--- src/rtl/coax_line_ctrl.sv ---
// Half-duplex line scheduler for the coax interface: arbitrates rx/tx on the shared line,
// holds the receiver in reset across transmit and turnaround, frames rx words, times out replies.
module coax_line_ctrl #(
  parameter int unsigned CLOCKS_PER_BIT  = 8,
  parameter int unsigned TURNAROUND_BITS = 2,
  parameter int unsigned RESPONSE_BITS   = 64,
  parameter int unsigned TX_START_BITS   = 2
) (
  input  logic       clk,
  input  logic       reset,
  input  logic       rx_active_i,
  input  logic       rx_error_i,
  input  logic       rx_strobe_i,
  input  logic [9:0] rx_data_i,
  output logic       rx_reset_o,
  input  logic       tx_req_i,
  input  logic       expect_response_i,
  output logic       tx_grant_o,
  input  logic       tx_active_i,
  output logic       word_valid_o,
  output logic [9:0] word_o,
  output logic       word_error_o,
  output logic       frame_done_o,
  output logic [7:0] frame_len_o,
  output logic       timeout_o
);

  localparam int unsigned WORD_W       = 10;
  localparam int unsigned LEN_W        = 8;
  localparam int unsigned TX_START_CYC = TX_START_BITS * CLOCKS_PER_BIT;
  localparam int unsigned TURN_CYC     = TURNAROUND_BITS * CLOCKS_PER_BIT;
  localparam int unsigned RESP_CYC     = RESPONSE_BITS * CLOCKS_PER_BIT;
  localparam int unsigned MAX_AB       = (TX_START_CYC > TURN_CYC) ? TX_START_CYC : TURN_CYC;
  localparam int unsigned MAX_CYC      = (MAX_AB > RESP_CYC) ? MAX_AB : RESP_CYC;
  localparam int unsigned TIMER_W      = $clog2(MAX_CYC + 1);
  localparam int unsigned TIMER_MAX    = (1 << TIMER_W) - 1;
  localparam int unsigned LEN_MAX      = (1 << LEN_W) - 1;

  typedef enum logic [2:0] {
    S_IDLE,
    S_RECEIVE,
    S_RECOVER,
    S_GRANT,
    S_TRANSMIT,
    S_BLANK,
    S_RESP_WAIT
  } state_e;

  state_e              state_q, state_d;
  logic [TIMER_W-1:0]  timer_q, timer_d;
  logic [LEN_W-1:0]    count_q, count_d;
  logic                expect_q, expect_d;
  logic                seen_q, seen_d;
  logic                rx_reset_q, rx_reset_d;
  logic                tx_grant_q, tx_grant_d;
  logic                word_valid_q, word_valid_d;
  logic [WORD_W-1:0]   word_q, word_d;
  logic                word_error_q, word_error_d;
  logic                frame_done_q, frame_done_d;
  logic [LEN_W-1:0]    frame_len_q, frame_len_d;
  logic                timeout_q, timeout_d;

  // State register and registered outputs
  always_ff @(posedge clk) begin
    if (reset) begin
      state_q      <= S_IDLE;
      timer_q      <= '0;
      count_q      <= '0;
      expect_q     <= 1'b0;
      seen_q       <= 1'b0;
      rx_reset_q   <= 1'b1;
      tx_grant_q   <= 1'b0;
      word_valid_q <= 1'b0;
      word_q       <= '0;
      word_error_q <= 1'b0;
      frame_done_q <= 1'b0;
      frame_len_q  <= '0;
      timeout_q    <= 1'b0;
    end else begin
      state_q      <= state_d;
      timer_q      <= timer_d;
      count_q      <= count_d;
      expect_q     <= expect_d;
      seen_q       <= seen_d;
      rx_reset_q   <= rx_reset_d;
      tx_grant_q   <= tx_grant_d;
      word_valid_q <= word_valid_d;
      word_q       <= word_d;
      word_error_q <= word_error_d;
      frame_done_q <= frame_done_d;
      frame_len_q  <= frame_len_d;
      timeout_q    <= timeout_d;
    end
  end

  // Next-state and next-output logic
  always_comb begin
    state_d      = state_q;
    count_d      = count_q;
    expect_d     = expect_q;
    seen_d       = seen_q;
    tx_grant_d   = 1'b0;
    word_valid_d = 1'b0;
    word_d       = word_q;
    word_error_d = word_error_q;
    frame_done_d = 1'b0;
    frame_len_d  = frame_len_q;
    timeout_d    = 1'b0;

    case (state_q)
      S_IDLE: begin
        if (rx_error_i) begin
          state_d = S_RECOVER;
        end else if (rx_active_i) begin
          state_d = S_RECEIVE;
          count_d = '0;
        end else if (tx_req_i) begin
          state_d    = S_GRANT;
          expect_d   = expect_response_i;
          tx_grant_d = 1'b1;
        end
      end

      S_RECEIVE: begin
        if (rx_error_i) begin
          word_valid_d = 1'b1;
          word_d       = rx_data_i;
          word_error_d = 1'b1;
          state_d      = S_RECOVER;
        end else begin
          if (rx_strobe_i) begin
            word_valid_d = 1'b1;
            word_d       = rx_data_i;
            word_error_d = 1'b0;
            if (count_q != LEN_W'(LEN_MAX)) begin
              count_d = LEN_W'(count_q + LEN_W'(1));
            end
          end
          // A strobe coinciding with the end of frame is still counted
          if (!rx_active_i) begin
            frame_done_d = 1'b1;
            frame_len_d  = count_d;
            state_d      = S_IDLE;
          end
        end
      end

      S_RECOVER: state_d = S_IDLE;

      S_GRANT: begin
        seen_d  = 1'b0;
        state_d = S_TRANSMIT;
      end

      S_TRANSMIT: begin
        if (tx_active_i) begin
          seen_d = 1'b1;
        end else if (seen_q || (timer_q == TIMER_W'(TX_START_CYC - 1))) begin
          state_d = S_BLANK;
        end
      end

      S_BLANK: begin
        if (timer_q == TIMER_W'(TURN_CYC - 1)) begin
          state_d = expect_q ? S_RESP_WAIT : S_IDLE;
        end
      end

      S_RESP_WAIT: begin
        if (rx_error_i) begin
          state_d  = S_RECOVER;
          expect_d = 1'b0;
        end else if (rx_active_i) begin
          state_d  = S_RECEIVE;
          count_d  = '0;
          expect_d = 1'b0;
        end else if (timer_q == TIMER_W'(RESP_CYC - 1)) begin
          state_d   = S_IDLE;
          timeout_d = 1'b1;
          expect_d  = 1'b0;
        end
      end

      default: state_d = S_IDLE;
    endcase

    rx_reset_d = (state_d == S_RECOVER) || (state_d == S_GRANT) ||
                 (state_d == S_TRANSMIT) || (state_d == S_BLANK);

    if (state_d != state_q) begin
      timer_d = '0;
    end else if (timer_q != TIMER_W'(TIMER_MAX)) begin
      timer_d = TIMER_W'(timer_q + TIMER_W'(1));
    end else begin
      timer_d = timer_q;
    end
  end

  assign rx_reset_o   = rx_reset_q;
  assign tx_grant_o   = tx_grant_q;
  assign word_valid_o = word_valid_q;
  assign word_o       = word_q;
  assign word_error_o = word_error_q;
  assign frame_done_o = frame_done_q;
  assign frame_len_o  = frame_len_q;
  assign timeout_o    = timeout_q;

endmodule

--- config.mk ---
export PLATFORM = sky130hd
export DESIGN_NAME = coax_line_ctrl
export DESIGN_NICKNAME = d
export VERILOG_FILES = /design/src/rtl/coax_line_ctrl.sv
export SDC_FILE = /design/constraint.sdc
export NUM_CORES = 1
export LEC_CHECK = 0
export CORE_MARGIN = 1.5
export CORE_UTILIZATION = 30
export DETAILED_ROUTE_END_ITERATION = 16
export SLEW_MARGIN = 20
export SYNTH_ARGS = -nofsm -noshare
export SYNTH_HDL_FRONTEND = slang
export SYNTH_SLANG_ARGS = --single-unit
--- constraint.sdc ---
create_clock -name clk -period 6.89 [get_ports clk]
set_input_delay 0.689 -clock clk [delete_from_list [all_inputs] [get_ports clk]]
set_output_delay 0.689 -clock clk [all_outputs]
set_load 0.05 [all_outputs]
==> qor.yml, run 1 <==
status: "completed"
ys_seq_area_frac: 0.418
numCtsBuffers: 5
power_mw: 0.570
insertion_delay_ns: 0.31
slew_violations: 0
seqCellArea_um2: 941
core_um2: 7250
arrival_ns: 2.94
post-cts-setup-buffers: 0
postSynthAreaPerCell_um2: 7.92
nFillCells: 758
dp_hpwl_um: 3740
drc: 0
dr.pass1.iters: 5
ant_nets: 0
drive_above_1_share: 0.0409
cts-htree-levels: 2
antenna_found_initial: 0
multi_input_area_um2: 1230
fmax_mhz: 366
synthCells: 284
die_y_um: 89.6
relSlewSlack: 0.284
root_buffer: "clkbuf_8"
startpoint_type: "input pin"
leakage_nw: 0.955
synth_nets: 304
area_delta_synth_final_pct: 25.8
die_x_um: 89.6
die_area_um2: 8020
setup_tns_ns: 0
yosysWarnings: 0
num-nets-final: 337
syn-cell-area_um2: 2250
ir_drop_mv: 0.0586
finalSetupViolCount: 0
cellPowerDensity_nw_per_um2: 201
drv_cap: 0
period_minus_slack_ns: 2.73
cts.repair.resized: 0
numPortBuffers: 41
overflow: 0
antenna_cells: 0
synth_ff_type: "dfxtp_1"
hold_path.class: "register to register"
path_max_fanout: 30
viasPerCell: 4.92
rsz0062_at_grt: "no"
initial_core_util: 0.310
slowest_stage: "clkdlybuf4s50_1"
r2r_slack_ns: 4.38
dp_slack_ns: 3.83
whs_ns: 0.456
final.setup_skew_ns: 0.0106
drt-initial-drc-count: 133
clock-sinks: 47
final-hold-violation-count: 0
cp_top_family: "buffers and inverters"
path_cells: "clkdlybuf4s50_1 > nor3_1 > nand2_1 > o211ai_1 > o211ai_2 > a221oi_1"
wl_per_cell_um: 12.5
path_clk_slew_ns: 0.08
cp_data_required_time_ns: 7.10
vias: 2051
cp_num_buf_inv: 1
fp-row-count: 31
cp-end-kind: "register"
ys_ff_latch: 47
synth-edff-count: 0
postSynth.asyncResetShare: 0
layout_setup_ws_ns: 4.16
pin_count: 42
wirelength_um: 5210
worstMarginPinSlew_ns: 1.07
cts_tree: "built"
cts_buffer_depth: 2
grt_max_degree: 31
critPathKind: "input pin to register"
timing.final.crit_share: 0.396
holdBufCountCts: 0
groute.usage.overall: 0.143
ys_types: 44
grt_pass1_vias: 1886
grt_pass1_wl_um: 8910
place.gp.congestion: 0.825
slowest_delay_ns: 0.96
==> logic make-up (layout without fill, tap and decap cells) <==
family / count (synthesis) / after routing / share of synthesized area
fa+ha+maj: 2 / 2 / 0.0111
buf+inv: 19 / 53 / 0.0323
flops: 47 / 47 / 0.418
simple gates: 134 / 134 / 0.280
compound gates: 68 / 68 / 0.201
xor+xnor: 10 / 10 / 0.0390
mux: 4 / 4 / 0.0178
==> synthesized netlist by cell type (3+ instances only) <==
cell       n  share of area
nand3_1   12          0.027
xnor2_1    6          0.023
nor2_1    40          0.067
nor2b_1    4          0.011
nor3_1     8          0.018
xor2_1     4          0.016
nand4_1    6          0.017
o31ai_1    6          0.020
a21oi_1   23          0.051
nand2b_1   4          0.011
or3_1      3         0.0083
inv_1      4         0.0067
nand2_1   41          0.068
mux2i_1    4          0.018
o21ai_0   16          0.036
a22o_1     3          0.012
nor3b_1    3          0.010
dfxtp_1   47           0.42
clkbuf_1  14          0.023
==> per-layer routing <==
layer,track usage,up-vias,share of wire
li1,-,1065,-
met1,0.193,929,0.47
met3,0.0366,7,0.060
met2,0.221,50,0.45
met5,0,-,0
met4,0.0503,0,0.015
==> worst register-to-register path, cell delays in order, from the launching register on <==
cell and delay, ns:
dfxtp_1 0.38, or4_1 0.53, or4_1 0.62, o311ai_0 0.35
o211ai_1 0.17, o211ai_2 0.23, a221oi_1 0.09
==> metrics by stage <==
step	cell area (µm²)	util	instances
5_1_grt	2830	0.390	417
3_5_place_dp	2730	0.376	409
3_3_place_gp	2730	0.376	409
6_report	2830	0.390	417
2_1_floorplan	2250	-	284
4_1_cts	2830	0.390	417
==> placed cells by master (no fill, tap or decap), drive strengths merged, types with 2 or more instances in the layout <==
cell type      instances
a21oi                 23
a221oi                 3
a22o                   3
a41oi                  2
and2                   2
and3                   2
and4                   2
clkbuf                 7
clkdlybuf4s50         41
dfxtp                 47
ha                     2
inv                    4
mux2i                  4
nand2                 41
nand2b                 4
nand3                 12
nand3b                 2
nand4                  6
nor2                  40
nor2b                  4
nor3                   8
nor3b                  3
o211ai                 2
o21a                   2
o21ai                 16
o22ai                  2
o311ai                 2
o31ai                  6
or2                    2
or3                    3
or4                    2
xnor2                  6
xor2                   4
==> state kept, by name, summed over array words and instances (netlist names) <==
signal / flops
frame_done_o: 1
word_error_o: 1
word_o: 10
word_valid_o: 1
frame_len_o: 8
expect_q: 1
timer_q: 10
seen_q: 1
state_q: 3
rx_reset_o: 1
timeout_o: 1
tx_grant_o: 1
count_q: 8
==> report_power, final <==
part	switching [mW]	internal, mW
Sequential	0.0109	0.281
Combinational	0.0544	0.0379
Clock	0.0948	0.0913
==> layout make-up <==
class	count	share of cell area
tap	99	0.0438
clock buffer	7	0.0341
multi-input combinational	218	0.437
clock inverter	1	0.00265
inverter	4	0.00531
timing repair buffer	41	0.145
sequential	47	0.333
==> final timing paths <==
kind,startpoint,end,depth (start not counted)
hold reg to reg,word_o[3]$_SDFFE_PP0P_,word_o[3]$_SDFFE_PP0P_,2
hold / removal,word_o[3]$_SDFFE_PP0P_,word_o[3]$_SDFFE_PP0P_,2
setup / recovery,reset,timer_q[4]$_SDFFE_PP0P_,6
setup reg to reg,timer_q[9]$_SDFFE_PP0P_,timer_q[4]$_SDFFE_PP0P_,6
Note: power is estimated with default switching activity, not from simulation.
==> run 2: changes to the inputs <==
==> constraint.sdc (replaced) <==
create_clock -name clk -period 2.8 [get_ports clk]
set_input_delay 0.28 -clock clk [delete_from_list [all_inputs] [get_ports clk]]
set_output_delay 0.28 -clock clk [all_outputs]
set_load 0.05 [all_outputs]
==> run 2 against run 1 <==
Net effect: clock-buffer cell count is 2 lower; power grew to 2.5 times the previous value; clock skew is 0.0047 ns lower; first-iteration DRC count is 7.5% lower; combinational power grew to 2.5 times the previous value; sequential cell count stayed put; global-route usage is 0.42 points lower; critical path depth stayed put; final cell count is 0.72% higher; sequential power is 150% higher; critical path type is now register to register.
==> qor.yml, run 2 (synthesis gave the netlist of run 1 again) <==
wl_met1_um: 2660  # +8.4%
antenna_found_initial: 0  # unchanged
root_buffer: "clkbuf_8"
setup_tns_ns: 0  # unchanged
period_minus_slack_ns: 2.42
final.setup_skew_ns: 0.00586  # -0.00473 ns
cp-end-kind: "register"
place.gp.congestion: 0.802  # -2.8%
timing.final.crit_share: 0.863
num-nets-final: 341  # +1.2%
die_x_um: 89.6  # unchanged
status: "completed"
worstMarginPinSlew_ns: 0.597  # -0.474 ns
final_common_cell: "dfxtp_1"
layout_setup_ws_ns: 0.385  # -3.77 ns
die_area_um2: 8020  # unchanged
die_y_um: 89.6  # unchanged
cellPowerDensity_nw_per_um2: 504  # +150%
numCtsBuffers: 5  # unchanged
finalSetupViolCount: 0  # unchanged
startpoint_type: "register"
ir_drop_mv: 0.173  # +190%
viasPerCell: 5.01  # +1.9%
wl_met2_um: 2320  # -1.6%
ant_nets: 0  # unchanged
drive_above_1_share: 0.0498  # +0.00896
min_to: "word_o[3]$_SDFFE_PP0P_"
hp-start: "word_o[3]$_SDFFE_PP0P_"
leakage_nw: 0.974  # +2.0%
holdBufCountCts: 0  # unchanged
r2r_slack_ns: 0.38  # -4.00 ns
place_inst: 413  # +0.98%
drv_cap: 0  # unchanged
clock-sinks: 47  # unchanged
slowest_delay_ns: 0.59  # -0.37 ns
groute.usage.overall: 0.139  # -0.00418
dr.pass1.iters: 4  # -1
cts.repair.resized: 0  # unchanged
final_cells: 420  # +0.72%
relSlewSlack: 0.599  # +0.315
grt_pass1_wl_um: 8700  # -2.3%
hold_path.class: "register to register"
drt-initial-drc-count: 123  # -7.5%
final-hold-violation-count: 0  # unchanged
dp_slack_ns: 0.391  # -3.44 ns
crit_top_cell: "or4_1"
cts-htree-levels: 2  # unchanged
grt_max_degree: 30  # -3.2%
timing.rr.start: "timer_q[9]$_SDFFE_PP0P_"
drc: 0  # unchanged
cts_tree: "built"
dp_hpwl_um: 3690  # -1.5%
slew_violations: 0  # unchanged
slowest_stage: "or4_1"
wirelength_um: 5260  # +1.1%
grt_pass1_vias: 1844  # -2.2%
arrival_ns: 2.58  # -0.36 ns
core_um2: 7250  # unchanged
insertion_delay_ns: 0.30  # about the same
initial_core_util: 0.310  # unchanged
area_delta_synth_final_pct: 27.3
cts_buffer_depth: 2  # unchanged
rr_endpoint: "timer_q[8]$_SDFFE_PP0P_"
power_mw: 1.44  # +150%
path_cells: "or4_1 > or4_1 > o311ai_0 > o211ai_1 > o211ai_2 > nor3_1"
wl_met3_um: 237  # -25%
vias: 2105  # +2.6%
hold_depth: 2  # unchanged
wl_per_cell_um: 12.5  # +0.37%
nFillCells: 765  # +0.92%
antenna_cells: 0  # unchanged
overflow: 0  # unchanged
post-cts-setup-buffers: 0  # unchanged
layout_common_cells: "dfxtp_1 (47), nand2_1 (41), clkdlybuf4s50_1 (41), nor2_1 (40), a21oi_1 (23)"
pin_count: 42  # unchanged
fp-row-count: 31  # unchanged
critPathKind: "register to register"
path_max_fanout: 10  # -67%
rsz0062_at_grt: "no"
dr.max_layer_used: "met4"
path_clk_slew_ns: 0.08  # about the same
cp_data_required_time_ns: 2.96  # -4.14 ns
numPortBuffers: 41  # unchanged
rr_worst_depth: 6  # unchanged
fin_util: 0.395  # +0.00448
fmax_mhz: 414
[run 2: cell count changes in the layout (fill, tap and decap cells not counted), sizes merged]
cell,change
clkbuf,-2
buf,+4
bufinv,+1
[run 2: how the worst max path moves through the flow]
stage                                 start                 endpoint  slack, ns
floorplan           timer_q[9]$_SDFFE_PP0P_    rx_reset_o$_SDFF_PP1_       0.52
detailed placement  timer_q[9]$_SDFFE_PP0P_  timer_q[8]$_SDFFE_PP0P_       0.39
CTS                 timer_q[9]$_SDFFE_PP0P_  timer_q[8]$_SDFFE_PP0P_       0.38
global placement    timer_q[9]$_SDFFE_PP0P_  timer_q[4]$_SDFFE_PP0P_       0.42
finish              timer_q[9]$_SDFFE_PP0P_  timer_q[8]$_SDFFE_PP0P_       0.38
global route        timer_q[9]$_SDFFE_PP0P_  timer_q[0]$_SDFFE_PP0P_       0.15
[run 2: cell type report]
type | count | area [µm²] | area share
flip-flops and latches | 47 | 941 | 0.329
multi-input cells | 218 | 1230 | 0.432
well taps | 99 | 124 | 0.0433
repair buffers | 45 | 440 | 0.154
clock inverters | 2 | 37.5 | 0.0131
clock buffers | 5 | 68.8 | 0.0240
inverters | 4 | 15.0 | 0.00525
[run 2: power breakdown]
group / switching [mW] / internal (mW)
Clock: 0.232 / 0.261
Combinational: 0.135 / 0.0968
Sequential: 0.0267 / 0.691
[run 2: metrics by stage]
| step | instance area [µm²] | hold WS [ns] |
|---|---|---|
| 4_1_cts | 2860 | 0.459 |
| 3_3_place_gp | 2760 | 0.433 |
| 3_5_place_dp | 2760 | 0.442 |
| 2_1_floorplan | 2250 | 0.416 |
| 5_1_grt | 2860 | 0.477 |
| 6_report | 2860 | 0.456 |
[run 2: critical path: cells and delay by family (launching register included)]
kind | cells | cell delay [ns]
AO/OA/AOI/OAI | 3 | 0.70
flip-flops | 1 | 0.37
AND/OR/NAND/NOR | 3 | 1.21
[run 2: metal layers]
metal | global-route usage | vias to the layer above
li1 | - | 1074
met1 | 0.191 | 983
met2 | 0.212 | 43
met3 | 0.0375 | 5
met4 | 0.0420 | 0
met5 | 0 | -
==> run 3: changes to the inputs <==
--- a/config.mk
+++ b/config.mk
@@ -5,7 +5,6 @@
 export SDC_FILE = /design/constraint.sdc
 export NUM_CORES = 1
 export LEC_CHECK = 0
-export CORE_MARGIN = 1.5
 export CORE_UTILIZATION = 30
 export DETAILED_ROUTE_END_ITERATION = 16
 export SLEW_MARGIN = 20
==> run 3 against run 2 <==
Net effect: power increased by 6.4%; critical path depth did not move; clock skew is 0.0028 ns higher; register-to-register slack got worse by 0.04 ns; combinational power hardly changed; clock power grew 19%; wire length fell by 2.2%; via count shrank 1.4%; setup slack got worse by 0.043 ns; first-iteration DRC count fell by 13%; sequential cell count stayed put; highest routed layer unchanged.
==> qor.yml, run 3 (synthesis gave the netlist of run 1 again) <==
leakage_nw: 0.989  # +1.6%
overflow: 0  # unchanged
antenna_found_initial: 0  # unchanged
drt-initial-drc-count: 107  # -13%
dr.pass1.iters: 4  # unchanged
area_delta_synth_final_pct: 28.4
pwr-share-seq: 0.467  # -0.030
post-cts-setup-buffers: 0  # unchanged
startpoint_type: "register"
clock-sinks: 47  # unchanged
status: "completed"
period_minus_slack_ns: 2.46  # +0.0432 ns
switchingPower_mw: 0.391  # -0.77%
core_um2: 7250  # unchanged
drive_above_1_share: 0.0497  # -0.000155
path_clk_slew_ns: 0.09  # about the same
hold_path.class: "register to register"
cts-htree-levels: 2  # unchanged
wirelength_um: 5150  # -2.2%
fp-row-count: 31  # unchanged
cts.repair.resized: 0  # unchanged
timing.final.crit_share: 0.878  # +0.0154
holdBufCountCts: 0  # unchanged
slew_violations: 0  # unchanged
final-hold-violation-count: 0  # unchanged
power_mw: 1.54  # +6.4%
cellPowerDensity_nw_per_um2: 532  # +5.5%
antenna_cells: 0  # unchanged
critPathKind: "register to register"
numPortBuffers: 41  # unchanged
ant_nets: 0  # unchanged
initial_core_util: 0.310  # unchanged
finalSetupViolCount: 0  # unchanged
setup_tns_ns: 0  # unchanged
arrival_ns: 2.62  # +0.04 ns
grt_pass1_vias: 1844  # unchanged
p_clk_frac: 0.383  # +0.041
cts_buffer_depth: 2  # unchanged
rsz0062_at_grt: "no"
switching_share: 0.255  # -0.0185
pin_count: 42  # unchanged
vias: 2076  # -1.4%
wl_per_cell_um: 12.2  # -2.4%
fin_util: 0.398  # +0.00362
die_y_um: 88.6  # -1.1%
insertion_delay_ns: 0.30  # about the same
p_comb_frac: 0.150  # -0.011
final_common_cell: "dfxtp_1"
ir_drop_mv: 0.269  # +55%
cp_data_required_time_ns: 2.96  # about the same
die_x_um: 88.6  # -1.1%
fmax_mhz: 407  # -1.8%
path_max_fanout: 10  # unchanged
grt_pass1_wl_um: 8660  # -0.47%
final.setup_skew_ns: 0.00867  # +0.00282 ns
grt_max_degree: 30  # unchanged
place.gp.congestion: 0.816  # +1.8%
cts_tree: "built"
viasPerCell: 4.93  # -1.6%
drv_cap: 0  # unchanged
relSlewSlack: 0.582  # -0.0173
worstMarginPinSlew_ns: 0.622  # +0.0257 ns
die_area_um2: 7840  # -2.2%
cp-end-kind: "register"
nFillCells: 745  # -2.6%
groute.usage.overall: 0.140  # +0.00121
drc: 0  # unchanged
layout_common_cells: "dfxtp_1 (47), nand2_1 (41), clkdlybuf4s50_1 (41), nor2_1 (40), a21oi_1 (23)"
root_buffer: "clkbuf_8"
p_int_mw: 1.14  # +9.1%
dp_hpwl_um: 3600  # -2.3%
num-nets-final: 341  # unchanged
numCtsBuffers: 5  # unchanged
run 3: layout make-up:
| type | instances | area [µm²] | share of cell area |
|---|---|---|---|
| multi-input combinational | 218 | 1230 | 0.428 |
| sequential | 47 | 941 | 0.326 |
| timing repair buffer | 45 | 440 | 0.153 |
| tap | 99 | 124 | 0.0429 |
| clock buffer | 6 | 72.6 | 0.0251 |
| clock inverter | 2 | 60.1 | 0.0208 |
| inverter | 4 | 15.0 | 0.00520 |
run 3: critical path, stage by stage (launching register included):
cell	delay, ns
dfxtp_1	0.37
or4_1	0.51
or4_1	0.59
o311ai_0	0.36
o211ai_1	0.16
o211ai_2	0.22
nor3_1	0.10
run 3: power groups by stage:
stage                     clock, mW  combinational [mW]  sequential (mW)
after floorplan                   0               0.127            0.757
after global placement            0               0.232            0.733
after detailed placement          0               0.232            0.733
after CTS                     0.609               0.233            0.718
after global routing          0.634               0.254            0.723
final                         0.588               0.230            0.718
run 3: final timing paths:
kind                           startpoint                 endpoint  slack (ns)  cells past startpoint
hold / removal     word_o[9]$_SDFFE_PP0P_   word_o[9]$_SDFFE_PP0P_        0.46                      2
setup reg to reg  timer_q[9]$_SDFFE_PP0P_  timer_q[8]$_SDFFE_PP0P_        0.34                      6
setup / recovery  timer_q[9]$_SDFFE_PP0P_  timer_q[8]$_SDFFE_PP0P_        0.34                      6
hold reg to reg    word_o[9]$_SDFFE_PP0P_   word_o[9]$_SDFFE_PP0P_        0.46                      2
run 3: per-stage QoR:
step	cell area [µm²]	hold slack [ns]	cells	worst slack, ns
after CTS	2890	0.459	421	0.315
after global placement	2760	0.434	413	0.413
after detailed placement	2760	0.443	413	0.338
final	2890	0.457	421	0.342
after global routing	2890	0.477	421	0.169
after floorplan	2250	0.416	284	0.520
run 3: routing by layer:
layer  vias to the layer above  track usage  share of wire
met1                       953        0.193           0.50
met2                        45        0.218           0.44
met4                         0       0.0396         0.0085
li1                       1073            -              -
met3                         5       0.0326          0.052
met5                         -            0              0
==> RTL edit 1 (config.mk and constraints of run 2) <==
Encoding of `state_e`: now one-hot (7 bits for 7 states).
--- a/src/rtl/coax_line_ctrl.sv
+++ b/src/rtl/coax_line_ctrl.sv
@@ -36,14 +36,14 @@
   localparam int unsigned TIMER_MAX    = (1 << TIMER_W) - 1;
   localparam int unsigned LEN_MAX      = (1 << LEN_W) - 1;
 
-  typedef enum logic [2:0] {
-    S_IDLE,
-    S_RECEIVE,
-    S_RECOVER,
-    S_GRANT,
-    S_TRANSMIT,
-    S_BLANK,
-    S_RESP_WAIT
+  typedef enum logic [6:0] {
+    S_IDLE      = 7'b0000001,
+    S_RECEIVE   = 7'b0000010,
+    S_RECOVER   = 7'b0000100,
+    S_GRANT     = 7'b0001000,
+    S_TRANSMIT  = 7'b0010000,
+    S_BLANK     = 7'b0100000,
+    S_RESP_WAIT = 7'b1000000
   } state_e;
 
   state_e              state_q, state_d;
Formal check against the unedited RTL: same outputs for any inputs over 10 cycles, from zero or initial values and one cycle with reset high; not proved beyond that.
==> RTL edit 1 against run 2 <==
- design area up 10%
- worst hold slack better by 44 ps
- routed wire length up 12%
- utilization down 0.93 points
- area after synthesis up 12%
- sequential cell count up 4
- worst setup slack worse by 51 ps
- via count up 3.9%
- largest cell class unchanged
- power up 0.42%
- sequential power up 6.7%
==> RTL edit 1: results (changes against run 2) <==
Outcome:
- The run finished with clean final reports.

Synth:
- Yosys attributes the largest share of cell area to sky130_fd_sc_hd__dfxtp_1, sky130_fd_sc_hd__nor2_1, sky130_fd_sc_hd__mux2i_1, sky130_fd_sc_hd__xor2_1, sky130_fd_sc_hd__nor3_1.
- The number of distinct library cell variants in the gate-level netlist after synthesis is 51 (+16%).
- The commonest cells after synthesis are sky130_fd_sc_hd__dfxtp_1, sky130_fd_sc_hd__nor2_1, sky130_fd_sc_hd__mux2i_1.
- The sequential element share of the synthesized area was 40.68% (-1.2 points).
- The number of nets in the synthesized netlist is 305 (+0.33%).

GRT:
- The pin count of the biggest net entering global routing is 41 (+37%).
- The global-route wire length before repair is 9832 µm (+13%).
- The via count of the first global-routing pass is 2092 (+13%).
- The total track usage is 13.92% (+0.045 points).

Place:
- The number of port buffers is 41 (unchanged).
- The routability-driven placement congestion ratio is 0.8754 (+9.2%).
- The final HPWL from detailed placement is 4081 µm (+11%).
- The worst setup slack after placement is 266.5 ps (-124.5 ps).

Worst setup path:
- The arrival time at the worst endpoint is 2690 ps (+110 ps).
- The kind of cell with the highest combined delay along the critical path is compound AO/OA/AOI/OAI gates.
- The maximum fanout along the worst path is 15 (+5).
- The delay contributed by the slowest stage of the critical path is 700 ps (+110 ps).
- Among all stages on the critical path, the largest delay is contributed by sky130_fd_sc_hd__dfxtp_1.

Clock network:
- The clock transition time at the flip-flop clock pins of the worst setup and hold paths is 100 ps (+20 ps).

Detailed routing:
- The violation count after the first detailed-routing iteration came to 106 (-14%).
- The final routed wirelength across all metal layers is 5909 µm (+12%).
- The via density per instance is 5.053 (+0.82%).

Timing:
- The worst max-slew margin expressed relative to the limit came to 59.15% (-0.77 points).
- The final setup skew is 14.56 ps (+8.699 ps).

Power:
- The static power due to leakage is 1.158 nW (+19%).
- The maximum vdd ir drop was 0.2041 mV (+18%).

Finish:
- The final-stage net count was 347 (+1.8%).
- The fraction of layout instances using a drive strength above 1 is 9.146% (+4.2 points).
## RTL edit 1: changes by cell type after synthesis, moves of 6 or more
cell,change
sky130_fd_sc_hd__nand2_1,-27
sky130_fd_sc_hd__o21ai_0,-8
sky130_fd_sc_hd__xor2_1,+7
sky130_fd_sc_hd__o31ai_1,-6
sky130_fd_sc_hd__nor3_1,+6
sky130_fd_sc_hd__a21oi_1,-12
sky130_fd_sc_hd__nor2_1,+6
sky130_fd_sc_hd__mux2i_1,+11
sky130_fd_sc_hd__a211oi_1,+6
## RTL edit 1: power breakdown
part / leakage [nW] / internal, mW / total [mW] / switching (mW)
Clock: 0.0474 / 0.202 / 0.464 / 0.261
Sequential: 0.412 / 0.739 / 0.765 / 0.0260
Combinational: 0.698 / 0.0949 / 0.220 / 0.125
## RTL edit 1: cell families after synthesis
family	Yosys count	synth area share [%]
flip-flops	51	40.68
XOR/XNOR	14	4.885
buffers and inverters	21	3.938
multiplexers	17	6.979
AND/OR/NAND/NOR	132	28.77
AO/OA/AOI/OAI	48	13.76
adder cells (fa/ha/maj)	2	0.9968
## RTL edit 1: metrics by stage
step | power, mW | cell area [µm²] | std cells
6_report | 1.449 | 3149 | 433
5_1_grt | 1.519 | 3149 | 433
4_1_cts | 1.466 | 3149 | 433
3_5_place_dp | 1.000 | 3050 | 425
3_3_place_gp | 1.000 | 3050 | 425
2_1_floorplan | 0.9246 | 2510 | 285
## RTL edit 1: area by class of cell
| cell class | instances | area (µm²) |
|---|---|---|
| clock buffers | 6 | 82.58 |
| repair buffers | 52 | 493.0 |
| multi-input cells | 213 | 1390 |
| inverters | 4 | 15.01 |
| fillers | 823 | 5026 |
| flip-flops and latches | 51 | 1021 |
| well taps | 105 | 131.4 |
| clock inverters | 2 | 16.27 |
## RTL edit 1: worst reg2reg max path, delay by kind of cell, from the launching register on
family,cells,cell delay [ps]
XOR/XNOR,1,170
flip-flops,1,700
AO/OA/AOI/OAI,2,960
AND/OR/NAND/NOR,3,560
## RTL edit 1: worst paths after layout
kind | end | depth (start not counted) | startpoint | slack (ps)
setup / recovery | timer_q[8]$_SDFFE_PP0P_ | 6 | state_q[0]$_SDFF_PP1_ | 330
hold / removal | word_error_o$_SDFFE_PP0P_ | 2 | word_error_o$_SDFFE_PP0P_ | 500
setup reg to reg | timer_q[8]$_SDFFE_PP0P_ | 6 | state_q[0]$_SDFF_PP1_ | 330
hold reg to reg | word_error_o$_SDFFE_PP0P_ | 2 | word_error_o$_SDFFE_PP0P_ | 500
## RTL edit 1: layer usage
metal  track usage (%)  vias to the layer above  part of all wire (%)
li1                  -                     1118                     -
met1             18.55                     1009                    50
met2             21.76                       55                    45
met3             3.140                        6                   4.3
met4             5.473                        0                   1.3
met5                 0                        -                     0
==> RTL edit 2 (flow settings as in run 2) <==
Made on the original files. The parameter `CLOCKS_PER_BIT` goes from 8 to 16.
--- a/src/rtl/coax_line_ctrl.sv
+++ b/src/rtl/coax_line_ctrl.sv
@@ -1,7 +1,7 @@
 // Half-duplex line scheduler for the coax interface: arbitrates rx/tx on the shared line,
 // holds the receiver in reset across transmit and turnaround, frames rx words, times out replies.
 module coax_line_ctrl #(
-  parameter int unsigned CLOCKS_PER_BIT  = 8,
+  parameter int unsigned CLOCKS_PER_BIT  = 16,
   parameter int unsigned TURNAROUND_BITS = 2,
   parameter int unsigned RESPONSE_BITS   = 64,
   parameter int unsigned TX_START_BITS   = 2
Check against the original RTL: same outputs for any inputs over 4 cycles, from zero or initial values and one cycle with reset high; that may be too few to reach the edited logic, so the function may still have changed.
==> RTL edit 2 against run 2 <==
- routed wire length decreased by 5.5%
- combinational power shrank 4%
- area after synthesis grew 0.72%
- largest cell class unchanged
- sequential cell count is 1 higher
- power down 0.45%
- critical endpoint is now timer_q[6]$_SDFFE_PP0P_
- worst setup slack improved by 360 ps
- design area rose by 0.52%
==> RTL edit 2: results (changes against run 2) <==
Finish:
- The top register by number of flip-flops is timer_q.
- The fill cell total of the finished layout is 792 (+3.5%).
- The fraction of layout instances using a drive strength above 1 is 5.521% (+0.54 points).
- The final-stage net count is 345 (+1.2%).
- The number of flip-flops in the largest register is 11.

Power:
- The internal power of the cells came to 1.059 mW (+0.97%).
- The maximum vdd ir drop is 0.3035 mV (+76%).
- The static power due to leakage came to 0.9414 nW (-3.3%).

Timing:
- The final setup skew came to 2.800 ps (-3.057 ps).
- The measured slew at the worst slew-check pin is 540.5 ps (-56.09 ps).

Synth:
- After synthesis, the cell types taking the most area are sky130_fd_sc_hd__dfxtp_1, sky130_fd_sc_hd__nand2_1, sky130_fd_sc_hd__nor2_1, sky130_fd_sc_hd__a21oi_1, sky130_fd_sc_hd__a211oi_1.
- The fraction of synthesis flops using an asynchronous set or reset pin is 0% (unchanged).
- The number of nets in the synthesized netlist is 307 (+0.99%).
- The count of flip-flops with a built-in enable after synthesis was 0 (unchanged).
- The complex-gate fraction of the synthesized area is 20.39% (+0.24 points).
- The adder and majority cell fraction of the synthesized area is 1.105% (-0.0080 points).
- The share of cell area taken by muxes after synthesis is 0.4420% (-1.3 points).
- The number of distinct library cell variants in the gate-level netlist after synthesis is 46 (+4.5%).
- The post-synthesis xor/xnor area fraction is 4.254% (+0.36 points).
- The number of warning messages in the yosys log is 0 (unchanged).
- The commonest cells after synthesis are sky130_fd_sc_hd__dfxtp_1, sky130_fd_sc_hd__nand2_1, sky130_fd_sc_hd__nor2_1.
- The sequential element share of the synthesized area is 42.43% (+0.58 points).
- For this run, the leading register cell type out of synthesis is sky130_fd_sc_hd__dfxtp_1.

Run:
- The number of max-cap violations is 0 (unchanged).

Detailed routing:
- The final routed wirelength across all metal layers is 4974 µm (-5.5%).
- The violation count after the first detailed-routing iteration is 123 (unchanged).
- The via density per instance is 4.918 (-1.9%).
- The length of the first detailed-routing pass in iterations is 4 (unchanged).

Worst setup path:
- The maximum fanout along the worst path is 11 (+1).
- The arrival time at the worst endpoint was 2230 ps (-350 ps).
- The count of cells along the worst register-to-register path was 7 (+1).

Outcome:
- The flow ran to the end, and the final reports show no timing, DRC or antenna violations.

Place:
- The routability-driven placement congestion ratio was 0.7959 (-0.71%).
- The final HPWL from detailed placement is 3541 µm (-4.0%).
- The number of port buffers is 41 (unchanged).

GRT:
- The global-route wire length before repair is 8480 µm (-2.5%).
- The remaining global-route overflow was 0 (unchanged).
- The via count of the first global-routing pass is 1879 (+1.9%).
- The pin count of the biggest net entering global routing is 38 (+27%).
- The total track usage is 12.84% (-1.0 points).

Clock network:
- The TritonCTS buffer count is 5 (unchanged).
- The worst-skew pair later-pin latency is 300 ps (about the same).
- The clock transition time at the flip-flop clock pins of the worst setup and hold paths is 80 ps (about the same).
- The root buffer cell chosen for the clock tree is sky130_fd_sc_hd__clkbuf_8.
- The number of resized instances in the post-cts repair step is 0 (unchanged).
- The buffer depth of the longest clock path is 2 (unchanged).

Min path:
- The hold-critical path depth came to 2 (unchanged).
- The path class of the tightest hold or removal check is flop to flop.
-- RTL edit 2: cell types whose count changed after synthesis, sizes merged, moves of 4 or more --
cell    before  now
a211oi       1    9
buf          1    6
a21oi       23   27
o31ai        6    1
clkbuf      14   10
a21o         0    6
nand2       41   46
a31oi        0    5
-- RTL edit 2: power groups by stage --
stage | registers (mW) | clock network [mW] | logic, mW
2_1_floorplan | 0.781 | 0 | 0.101
3_3_place_gp | 0.740 | 0 | 0.224
3_5_place_dp | 0.740 | 0 | 0.224
4_1_cts | 0.724 | 0.509 | 0.225
5_1_grt | 0.729 | 0.543 | 0.240
6_report | 0.724 | 0.490 | 0.222
-- RTL edit 2: path summary, 6_finish.rpt --
path | end | startpoint | slack (ps)
max reg2reg | timer_q[6]$_SDFFE_PP0P_ | timer_q[0]$_SDFFE_PP0P_ | 740
min | word_o[6]$_SDFFE_PP0P_ | word_o[6]$_SDFFE_PP0P_ | 460
max | timer_q[6]$_SDFFE_PP0P_ | timer_q[0]$_SDFFE_PP0P_ | 740
min reg2reg | word_o[6]$_SDFFE_PP0P_ | word_o[6]$_SDFFE_PP0P_ | 460
-- RTL edit 2: worst max-delay path: stages, from the launching register on --
cell and delay [ps]:
sky130_fd_sc_hd__dfxtp_1 380, sky130_fd_sc_hd__ha_1 240, sky130_fd_sc_hd__nand4_2 150, sky130_fd_sc_hd__or4_4 590, sky130_fd_sc_hd__a21o_1 220, sky130_fd_sc_hd__o2111ai_1 90
sky130_fd_sc_hd__buf_4 220, sky130_fd_sc_hd__a211oi_1 60
-- RTL edit 2: cell type report --
type                       instances  area share (%)
tap                               99           4.306
inverter                           4          0.5220
timing repair buffer              47           15.83
clock inverter                     2           1.218
sequential                        48           33.41
multi-input combinational        219           42.19
clock buffer                       6           2.523
-- RTL edit 2: per-layer routing --
layer / wire, µm / up-vias / global-route usage [%]
met5: 0 / - / 0
met4: 82 / 0 / 5.159
met3: 161 / 6 / 2.961
met2: 2259 / 37 / 21.95
met1: 2470 / 959 / 15.53
li1: - / 1088 / -
-- RTL edit 2: metrics by stage --
| step | instances | power, mW | hold WS [ps] | setup slack [ps] | instance area (µm²) |
|---|---|---|---|---|---|
| finish | 425 | 1.436 | 458.1 | 742.5 | 2877 |
| global route | 425 | 1.511 | 481.4 | 638.5 | 2877 |
| CTS | 425 | 1.458 | 462.1 | 733.4 | 2877 |
| detailed placement | 417 | 0.9644 | 449.4 | 531.9 | 2769 |
| global placement | 417 | 0.9641 | 443.7 | 571.5 | 2769 |
| floorplan | 287 | 0.8828 | 416.0 | 903.5 | 2265 |
-- RTL edit 2: cells by family after synthesis --
logic type / count (synthesis)
flip-flops: 48
multiplexers: 1
buffers and inverters: 20
AO/OA/AOI/OAI: 73
adder cells (fa/ha/maj): 2
XOR/XNOR: 11
AND/OR/NAND/NOR: 132
